`config.mk`:
```
export PLATFORM = sky130hd
export DESIGN_NAME = pipe_stage_skid
export DESIGN_NICKNAME = d
export VERILOG_FILES = /design/src/rtl/pipe_stage_skid.sv
export SDC_FILE = /design/constraint.sdc
export NUM_CORES = 1
export LEC_CHECK = 0
export CAP_MARGIN = 20
export CORE_ASPECT_RATIO = 0.75
export CORE_MARGIN = 1.5
export CORE_UTILIZATION = 54
export DETAILED_ROUTE_END_ITERATION = 10
export GPL_TIMING_DRIVEN = 0
export PLACE_DENSITY = 0.85
export SYNTH_ARGS = -nofsm -noshare
export SYNTH_HDL_FRONTEND = slang
export SYNTH_SLANG_ARGS = --single-unit
```
`constraint.sdc`:
```
create_clock -name clk -period 3.5 [get_ports clk]
set_input_delay 0.35 -clock clk [delete_from_list [all_inputs] [get_ports clk]]
set_output_delay 0.35 -clock clk [all_outputs]
set_load 0.005 [all_outputs]
```
`src/rtl/pipe_stage_skid.sv`:
```
// pipe_stage_skid
// Generic inter-stage pipeline register (ID/EX, EX/MEM, MEM/WB) with a
// valid/ready handshake and a 2-entry skid buffer. The buffer keeps full
// throughput under back-pressure without any combinational path from
// out_ready to in_ready.
//
// Handshake: a beat moves across an interface on a rising clk edge where
// valid and ready are both 1. A producer holds valid and the payload stable
// until that edge. The stage never withdraws out_valid without a consume,
// flush or reset. in_ready comes straight from a flop and is computed one
// cycle ahead from the next state.
//
// Storage: MAIN drives the outputs. SKID is a hidden second entry that only
// fills when a beat is accepted while MAIN is stalled.
// Flush empties both entries without touching out_data.
// Halt: once a halt beat is accepted, input is closed. The beat drains
// normally, and its consumption sets the sticky 'halted' flag.
module pipe_stage_skid #(
    parameter int CTRL_W = 12,
    parameter int DATA_W = 128,
    parameter int CNT_W  = 16
) (
    input  logic              clk,
    input  logic              rst,
    input  logic              in_valid,
    output logic              in_ready,
    input  logic [CTRL_W-1:0] in_ctrl,
    input  logic [DATA_W-1:0] in_data,
    input  logic              in_halt,
    input  logic              flush,
    output logic              out_valid,
    input  logic              out_ready,
    output logic [CTRL_W-1:0] out_ctrl,
    output logic [DATA_W-1:0] out_data,
    output logic              out_halt,
    output logic              halted,
    output logic [CNT_W-1:0]  stall_cnt
);

    // Occupancy of the two-entry buffer.
    typedef enum logic [1:0] {
        ST_EMPTY = 2'd0,
        ST_ONE   = 2'd1,
        ST_TWO   = 2'd2
    } state_t;

    state_t state_q;
    state_t state_d;

    logic [CTRL_W-1:0] main_ctrl_q;
    logic [DATA_W-1:0] main_data_q;
    logic              main_halt_q;
    logic [CTRL_W-1:0] skid_ctrl_q;
    logic [DATA_W-1:0] skid_data_q;
    logic              skid_halt_q;

    logic              in_ready_q;
    logic              in_ready_d;
    logic              halt_seen_q;
    logic              halt_seen_d;
    logic              halted_q;
    logic              halted_d;
    logic [CNT_W-1:0]  stall_cnt_q;

    logic accept;
    logic consume;
    logic load_main_in;
    logic load_main_skid;
    logic load_skid_in;

    localparam logic [CNT_W-1:0] CNT_MAX = {CNT_W{1'b1}};
    localparam logic [CNT_W-1:0] CNT_ONE = {{(CNT_W-1){1'b0}}, 1'b1};

    // MAIN is valid in ONE and TWO. out_valid is therefore a decode of the
    // state flop only.
    assign out_valid = (state_q != ST_EMPTY);
    assign in_ready  = in_ready_q;

    // A bubble must never assert Regwrite/Memwrite or halt downstream. The
    // payload is left ungated so that out_data holds its last value.
    assign out_ctrl  = main_ctrl_q & {CTRL_W{out_valid}};
    assign out_halt  = main_halt_q & out_valid;
    assign out_data  = main_data_q;
    assign halted    = halted_q;
    assign stall_cnt = stall_cnt_q;

    assign accept  = in_valid & in_ready_q;
    assign consume = out_valid & out_ready;

    // Next state, data-path load selects and the look-ahead in_ready.
    always_comb begin
        state_d        = state_q;
        load_main_in   = 1'b0;
        load_main_skid = 1'b0;
        load_skid_in   = 1'b0;
        halt_seen_d    = halt_seen_q;
        halted_d       = halted_q;

        // A completed halt beat is sticky even if a flush lands on the same
        // edge: the downstream stage has already taken it.
        if (consume && main_halt_q) begin
            halted_d = 1'b1;
        end

        if (flush) begin
            // Drop everything buffered, including any beat offered this
            // cycle. An unconsumed halt is dropped too, so input reopens.
            state_d     = ST_EMPTY;
            halt_seen_d = 1'b0;
        end else begin
            if (accept && in_halt) begin
                halt_seen_d = 1'b1;
            end
            case (state_q)
                ST_EMPTY: begin
                    if (accept) begin
                        state_d      = ST_ONE;
                        load_main_in = 1'b1;
                    end
                end
                ST_ONE: begin
                    if (accept && consume) begin
                        load_main_in = 1'b1;
                    end else if (accept) begin
                        state_d      = ST_TWO;
                        load_skid_in = 1'b1;
                    end else if (consume) begin
                        state_d = ST_EMPTY;
                    end
                end
                ST_TWO: begin
                    // in_ready_q is 0 here, so no accept can arrive.
                    if (consume) begin
                        state_d        = ST_ONE;
                        load_main_skid = 1'b1;
                    end
                end
                default: begin
                    state_d = ST_EMPTY;
                end
            endcase
        end

        in_ready_d = (state_d != ST_TWO) & ~halt_seen_d & ~halted_d;
    end

    // State and control flags. in_ready is low while the stage is in reset.
    always_ff @(posedge clk) begin
        if (!rst) begin
            state_q     <= ST_EMPTY;
            in_ready_q  <= 1'b0;
            halt_seen_q <= 1'b0;
            halted_q    <= 1'b0;
        end else begin
            state_q     <= state_d;
            in_ready_q  <= in_ready_d;
            halt_seen_q <= halt_seen_d;
            halted_q    <= halted_d;
        end
    end

    // MAIN entry: loaded from the input or promoted from SKID.
    always_ff @(posedge clk) begin
        if (!rst) begin
            main_ctrl_q <= '0;
            main_data_q <= '0;
            main_halt_q <= 1'b0;
        end else if (load_main_in) begin
            main_ctrl_q <= in_ctrl;
            main_data_q <= in_data;
            main_halt_q <= in_halt;
        end else if (load_main_skid) begin
            main_ctrl_q <= skid_ctrl_q;
            main_data_q <= skid_data_q;
            main_halt_q <= skid_halt_q;
        end
    end

    // SKID entry: catches the beat accepted while MAIN is stalled.
    always_ff @(posedge clk) begin
        if (!rst) begin
            skid_ctrl_q <= '0;
            skid_data_q <= '0;
            skid_halt_q <= 1'b0;
        end else if (load_skid_in) begin
            skid_ctrl_q <= in_ctrl;
            skid_data_q <= in_data;
            skid_halt_q <= in_halt;
        end
    end

    // Saturating count of cycles in which a valid output waits on downstream.
    always_ff @(posedge clk) begin
        if (!rst) begin
            stall_cnt_q <= '0;
        end else if (out_valid && !out_ready && (stall_cnt_q != CNT_MAX)) begin
            stall_cnt_q <= stall_cnt_q + CNT_ONE;
        end
    end

endmodule

```
==> results.txt, run 1 <==
----------------------------------------------------
[Timing]
  Skew final ... 0.0183 ns
  Final worst path period share ... between 70% and 80%
  Unrepaired setup endpoints after global routing ... no
  Hold Worst Slack ... 0.375 ns
  Final critical-path required period ... 2.57 ns
  Final Setup Violations ... 0
  Accumulated negative setup slack ... 0 ns
  Max Slew Vio Count ... 0
  Maximum achievable frequency ... just under 400 MHz
  Worst relative slew slack ... 37.4%
  Endpoints failing hold ... 0
  Worst Tran Pin Value ... roughly 0.94 ns

[Clocking]
  H-tree depth reported by CTS ... 1
  Number of instances resized during post-cts repair ... 0
  Sink count of the clock tree ... just over 300
  Clock tree from TritonCTS ... done
  Clock buffers created by TritonCTS ... 30
  Clock slew at reported path FFs ... 0.06 ns
  Clock latency of the later-clocked register in the worst-skew pair ... 0.56 ns
  Bufs on Longest Clock Path ... 3
  Buffer cell driving the clock tree root ... sky130_fd_sc_hd__clkbuf_16

[Power]
  Portion of total power attributed to combinational logic ... 9.9%
  Net switching power ... 1.76 mW
  Lkg Pwr ... between 5 and 6 nW
  Worst supply voltage drop on vdd ... about 380 uV
  Net switching share of the total power ... 22.0%
  Flop pwr share ... 44.9%
  Tot Pwr ... 8.00 mW
  Power per unit of standard cell area ... 452 nW/um^2
  Cell internal power dissipation ... roughly 6.2 mW
  Proportion of power drawn by the clock network ... 45.2%

[Logic synthesis]
  FFs w/ async S/R, synth ... 0%
  Synth Register Bits ... 303
  Number of synthesized flops with an enable pin ... 0
  Instance count of the mapped netlist ... 1389
  Library cell with the highest instance count after synthesis ... sky130_fd_sc_hd__dfxtp_1
  Mapped Nets ... 1536
  Top cell type's share of synthesized area ... between 40% and 50%
  Post-Syn Area per Cell ... 9.47 sq um
  Post-synthesis cell type count ... 40
  Number of warning messages in the yosys log ... 0
  Most used standard cells in the synthesized netlist ... sky130_fd_sc_hd__dfxtp_1 (303), sky130_fd_sc_hd__nand2_1 (300), sky130_fd_sc_hd__mux2i_1 (152)
  Post-synth design cell area ... ~13000 sq um
  Synth area leaders ... sky130_fd_sc_hd__dfxtp_1 (46%), sky130_fd_sc_hd__a211oi_2 (13%), sky130_fd_sc_hd__mux2i_1 (12%), sky130_fd_sc_hd__nand2_1 (8.6%), sky130_fd_sc_hd__a21oi_1 (5.7%)
  Post-synth top area cell ... sky130_fd_sc_hd__dfxtp_1
  Most common flop cell mapped by yosys ... sky130_fd_sc_hd__dfxtp_1
  Seq/Total Area, Yosys ... 46.1%

[Floorplanning]
  Initial core utilization ... 55.0%
  Total Die Area ... 25300 sq um
  Die extent in y ... approximately 140 um
  Die boundary width ... 183 um
  Top Ports ... 306
  Core box area ... roughly 24000 sq um
  Rows ... 49

[Worst setup path]
  Category of the critical setup timing path ... flip-flop to output port
  CP max FO ... 10
  Kind of start point of the critical path ... flip-flop
  Required time of the worst setup path ... about 3.2 ns
  Endpoint type of the worst setup path ... output port
  Arrival time reported for the critical path endpoint ... ~2.2 ns

[Drt]
  Post-route DRC ... 0
  Average wire length per cell after detail routing ... 18.4 um
  Number of search-and-repair iterations in the first detailed-routing pass ... 5
  Detailed router's first-iteration violation count ... 660
  Via count normalized by instance count ... 5.54
  Vias after detailed routing ... 11400
  Routed wire length ... approximately 38000 um
  DRT antenna net count ... 0

[Job]
  Count of max-cap constraint violations ... 0

[Placed design]
  IO buf count ... 304
  HPWL reported at the end of detailed placement ... 26500 um
  Routability congestion estimate ... about 0.85

[Layout]
  Number of filler cells placed in the layout ... ~1700
  Fraction of final layout cells with drive strength greater than 1 ... roughly 15%
  Area used by sequential logic in the layout ... 6070 sq um
  Layout Area Growth over Synthesis ... 34.7%
  Final core area utilization ... 74.1%
  Multi-input logic area ... around 6200 sq um
  Net count, final ... between 1500 and 2000

[Global routing]
  Global-route wire length before repair ... 59100 um
  Total global routing overflow ... 0
  Vias in the first global route ... 11200
  GRT Total Usage ... a little under 30%
  Initial antenna violation count ... 3
  Largest net degree at the start of global routing ... 15

[Worst hold path]
  Class of the tightest hold or removal check ... input port to flip-flop

[Run status]
  Run status ... complete, no violations

----------------------------------------------------
## cell families (layout without fill, tap and decap cells)
family,count (synthesis),after routing,synth area share [%]
mux,152,152,11.6
fa+ha+maj,1,1,0.0952
compound gates,306,306,20.0
xor+xnor,1,1,0.0666
other cells,0,1,0
flops,303,303,46.1
buf+inv,124,485,6.59
simple gates,502,502,15.5
## path summary, 6_finish.rpt
kind / slack (ns) / depth (start not counted) / to / from
worst max-delay path: 0.93 / 4 / out_ctrl[10] / state_q[1]
worst min-delay path: 0.38 / 3 / skid_data_q[96] / in_data[96]
worst max register to register: 1.25 / 7 / skid_data_q[80] / state_q[1]
worst min register to register: 0.46 / 2 / skid_ctrl_q[9] / skid_ctrl_q[9]
## critical path: stages, from the launching register on
cell and delay (ns):
sky130_fd_sc_hd__dfxtp_1 0.41, sky130_fd_sc_hd__or2_2 0.21, sky130_fd_sc_hd__clkbuf_1 0.33, sky130_fd_sc_hd__and2_1 0.19, sky130_fd_sc_hd__clkdlybuf4s50_1 0.54
## layout make-up
cell class / count / area share [%]
sequential: 303 / 34.3
multi-input combinational: 962 / 35.1
tap: 306 / 2.16
antenna: 1 / 0.0141
clock inverter: 12 / 1.33
timing repair buffer: 305 / 17.2
clock buffer: 44 / 5.00
buffer: 117 / 4.75
inverter: 7 / 0.148
## repair_timing
item,in CTS,in global routing
endpoints found under the setup margin,0,0
hold buffers,1,0
endpoints found under the hold margin,2,0
buffers inserted,0,0
## metal layers
metal	up-vias	global-route usage, %	wire, um
li1	5469	-	-
met1	5432	36.8	15900
met2	399	46.9	17300
met3	90	8.19	3190
met4	2	10.7	1430
met5	-	0	17
## through the flow
stage / setup WS [ns] / instances / area [sq um]
final: 0.928 / 2057 / 17700
after global routing: 0.787 / 2056 / 17700
after CTS: 0.901 / 2056 / 17700
after detailed placement: 0.571 / 1999 / 16600
after global placement: 0.627 / 1999 / 16600
after floorplan: 1.80 / 1389 / 13100
## sequential cells by signal, indices dropped and copies added, names as in the netlist
| signal | count |
|---|---|
| out_data | 128 |
| skid_data_q | 128 |
| stall_cnt | 16 |
| main_ctrl_q | 12 |
| skid_ctrl_q | 12 |
| state_q | 2 |
| halt_seen_q | 1 |
| halted | 1 |
| in_ready | 1 |
| main_halt_q | 1 |
| skid_halt_q | 1 |
## power by group through the flow
stage	Sequential [mW]	Combinational, mW	Clock [mW]
after floorplan	3.67	0.330	0
after global placement	3.67	0.769	0
after detailed placement	3.67	0.781	0
after CTS	3.59	0.789	3.65
after global routing	3.60	0.837	3.78
final	3.59	0.788	3.61
## cells in the final DEF (no fill, tap or decap), drive strengths merged, types with 5 or more instances in the layout
master / instances
mux2i: 152
nor3: 8
clkbuf: 96
bufinv: 7
nand3: 5
a21oi: 149
clkinv: 5
and2: 14
nand2: 300
a211oi: 144
clkdlybuf4s50: 304
nand2b: 10
nor2: 144
inv: 7
nand4: 6
dfxtp: 303
buf: 65
(Power assumes the default switching activity.)
==> run 2, diff against run 1 <==
CORE_UTILIZATION = 50   (was 54)
PLACE_DENSITY = 0.8   (was 0.85)
clock period = 2.47 ns   (was 3.5 ns; I/O delays follow)
==> run 2 against run 1 <==
Via count barely moved. Wire length rose by 0.41%. Count of clock-buffer cells in the layout rose by 3. First-iteration DRC count fell by 15%. Clock skew fell by 0.0077 ns. Non-clock buffer count fell by 1. Hold slack got worse by 0.099 ns. Flip-flop and latch count did not move. Critical path depth fell by 1. Global-route usage fell by 1.9 points. Final cell count rose by 1.8%. Largest cell class unchanged. Highest routed layer unchanged.
==> results.txt, run 2 (synthesized netlist as in run 1, its figures left out) <==
----------------------------------------------------
[Run status]
  Run status ... complete, no violations

[Power]
  Flop pwr share ... 48.0%
  Proportion of power drawn by the clock network ... 41.4%
  Lkg Pwr ... 5.76 nW
  Worst supply voltage drop on vdd ... 501 uV
  Net switching power ... 2.47 mW
  Tot Pwr ... roughly 11 mW
  Cell internal power dissipation ... approximately 8.1 mW
  Portion of total power attributed to combinational logic ... 10.5%
  Net switching share of the total power ... 23.3%
  Power per unit of standard cell area ... 603 nW/um^2

[Drt]
  Detailed router's first-iteration violation count ... 558
  Via count normalized by instance count ... between 5 and 6
  Routed wire length ... 38000 um
  Vias after detailed routing ... around 11000
  DRT antenna net count ... 0
  Post-route DRC ... 0
  Average wire length per cell after detail routing ... 18.1 um
  Number of search-and-repair iterations in the first detailed-routing pass ... 5

[Global routing]
  Vias in the first global route ... 11000
  Initial antenna violation count ... 4
  Global-route wire length before repair ... 58900 um
  Largest net degree at the start of global routing ... 16
  GRT Total Usage ... 27.1%
  Total global routing overflow ... 0

[Clocking]
  Bufs on Longest Clock Path ... 3
  Clock slew at reported path FFs ... 0.06 ns
  Clock latency of the later-clocked register in the worst-skew pair ... 0.55 ns
  Number of setup buffers added after CTS ... 0
  Clock tree from TritonCTS ... done
  Buffer cell driving the clock tree root ... sky130_fd_sc_hd__clkbuf_16
  H-tree depth reported by CTS ... 1
  Clock buffers created by TritonCTS ... 31
  Sink count of the clock tree ... 303
  Number of instances resized during post-cts repair ... 0

[Timing]
  Skew final ... 0.0106 ns
  Worst Tran Pin Value ... 0.833 ns
  Accumulated negative setup slack ... 0 ns
  Final critical-path required period ... 2.27 ns
  Endpoints failing hold ... 0
  Final worst path period share ... 91.9%
  Maximum achievable frequency ... around 440 MHz
  Worst relative slew slack ... 44.5%
  Hold Worst Slack ... 0.276 ns
  Unrepaired setup endpoints after global routing ... no
  Max Slew Vio Count ... 0
  Final Setup Violations ... 0

[Worst setup path]
  CP max FO ... 15
  Largest stage delay, worst path ... about 0.52 ns
  Arrival time reported for the critical path endpoint ... roughly 2 ns
  Number of buffer and inverter stages on the critical path ... 1
  Kind of cell with the highest combined delay on the critical path ... simple AND/OR/NAND/NOR gates
  Kind of start point of the critical path ... flip-flop
  Category of the critical setup timing path ... flip-flop to output port
  Cell Chain, Critical Path ... or2_2 -> and2_1 -> clkdlybuf4s50_1
  Required time of the worst setup path ... around 2.2 ns
  Endpoint type of the worst setup path ... output port
  Crit path max-delay cell type ... sky130_fd_sc_hd__clkdlybuf4s50_1

[Floorplanning]
  Top Ports ... between 300 and 400
  Rows ... 51
  Die extent in y ... 143 um
  Initial core utilization ... 50.7%
  Die boundary width ... 190 um
  Core box area ... 25900 sq um
  Total Die Area ... between 20000 and 30000 sq um

[Worst hold path]
  Class of the tightest hold or removal check ... input port to flip-flop

[Layout]
  Number of filler cells placed in the layout ... 2061
  Most frequent cells in the layout ... sky130_fd_sc_hd__clkdlybuf4s50_1 (304), sky130_fd_sc_hd__dfxtp_1 (303), sky130_fd_sc_hd__nand2_1 (300)
  Fraction of final layout cells with drive strength greater than 1 ... 15.2%
  Number of non-filler instances in the completed layout ... 2094
  Net count, final ... 1873
  Most common cell after layout, fill and taps aside ... sky130_fd_sc_hd__clkdlybuf4s50_1
  Layout Area Growth over Synthesis ... 33.7%

[Job]
  Count of max-cap constraint violations ... 0

[Placed design]
  DP Cell Count ... 2037
  IO buf count ... 304
  HPWL reported at the end of detailed placement ... 26700 um
  Routability congestion estimate ... between 0.8 and 0.9

----------------------------------------------------
==> run 2: cell count changes in the layout (fill, tap and decap cells not counted) <==
cell | before | now
sky130_fd_sc_hd__bufinv_16 | 7 | 0
sky130_fd_sc_hd__clkbuf_1 | 53 | 54
sky130_fd_sc_hd__clkbuf_8 | 6 | 7
sky130_fd_sc_hd__clkinv_2 | 5 | 6
sky130_fd_sc_hd__clkinv_4 | 0 | 1
sky130_fd_sc_hd__diode_2 | 1 | 3
==> run 2: worst paths after layout <==
| path | slack (ns) | cells past startpoint | to | start |
|---|---|---|---|---|
| setup / recovery | 0.20 | 3 | out_ctrl[10] | state_q[1] |
| hold / removal | 0.28 | 3 | skid_ctrl_q[6] | in_ctrl[6] |
| setup reg to reg | 0.40 | 7 | skid_data_q[72] | state_q[1] |
| hold reg to reg | 0.45 | 2 | skid_data_q[15] | skid_data_q[15] |
==> run 2: tightest hold or removal path, delay by kind of cell <==
kind                   cells  cell delay [ns]
buffers and inverters      1             0.42
AOI/OAI and AO/OA          1             0.05
and+or+nand+nor            1             0.06
==> run 2: stage by stage <==
step / setup slack, ns / instance area [sq um] / utilization (%)
5_1_grt: 0.0106 / 17600 / 67.8
4_1_cts: 0.153 / 17600 / 67.8
3_3_place_gp: -0.336 / 16600 / 64.2
2_1_floorplan: 0.827 / 13100 / -
6_report: 0.200 / 17600 / 67.9
3_5_place_dp: -0.419 / 16600 / 64.2
==> run 2: area by class of cell <==
class	count	area (sq um)	share of cell area, %
inverters	7	26.3	0.149
repair buffers	305	3050	17.4
flip-flops and latches	303	6070	34.5
multi-input cells	962	6210	35.4
well taps	344	430	2.45
clock buffers	47	906	5.15
diodes	3	7.51	0.0427
clock inverters	7	38.8	0.221
plain buffers	116	837	4.76
==> run 2: what timing repair did <==
action	4_1_cts	5_1_grt
hold buffers	1	0
endpoints found under the setup margin	2	0
endpoints found under the hold margin	2	0
==> run 2: metal layers <==
metal	vias up	routed length (um)	GRT usage, %	share of wire, %
li1	5455	-	-	-
met1	5447	16700	37.3	44
met2	416	17100	42.6	45
met3	71	3310	6.52	8.7
met4	4	860	7.00	2.3
met5	-	26	0	0.068
==> run 2: power groups by stage <==
stage / combinational [mW] / sequential (mW) / clock, mW
floorplan: 0.468 / 5.20 / 0
global placement: 1.10 / 5.20 / 0
detailed placement: 1.11 / 5.20 / 0
CTS: 1.12 / 5.09 / 4.46
global route: 1.19 / 5.11 / 4.69
finish: 1.12 / 5.10 / 4.39
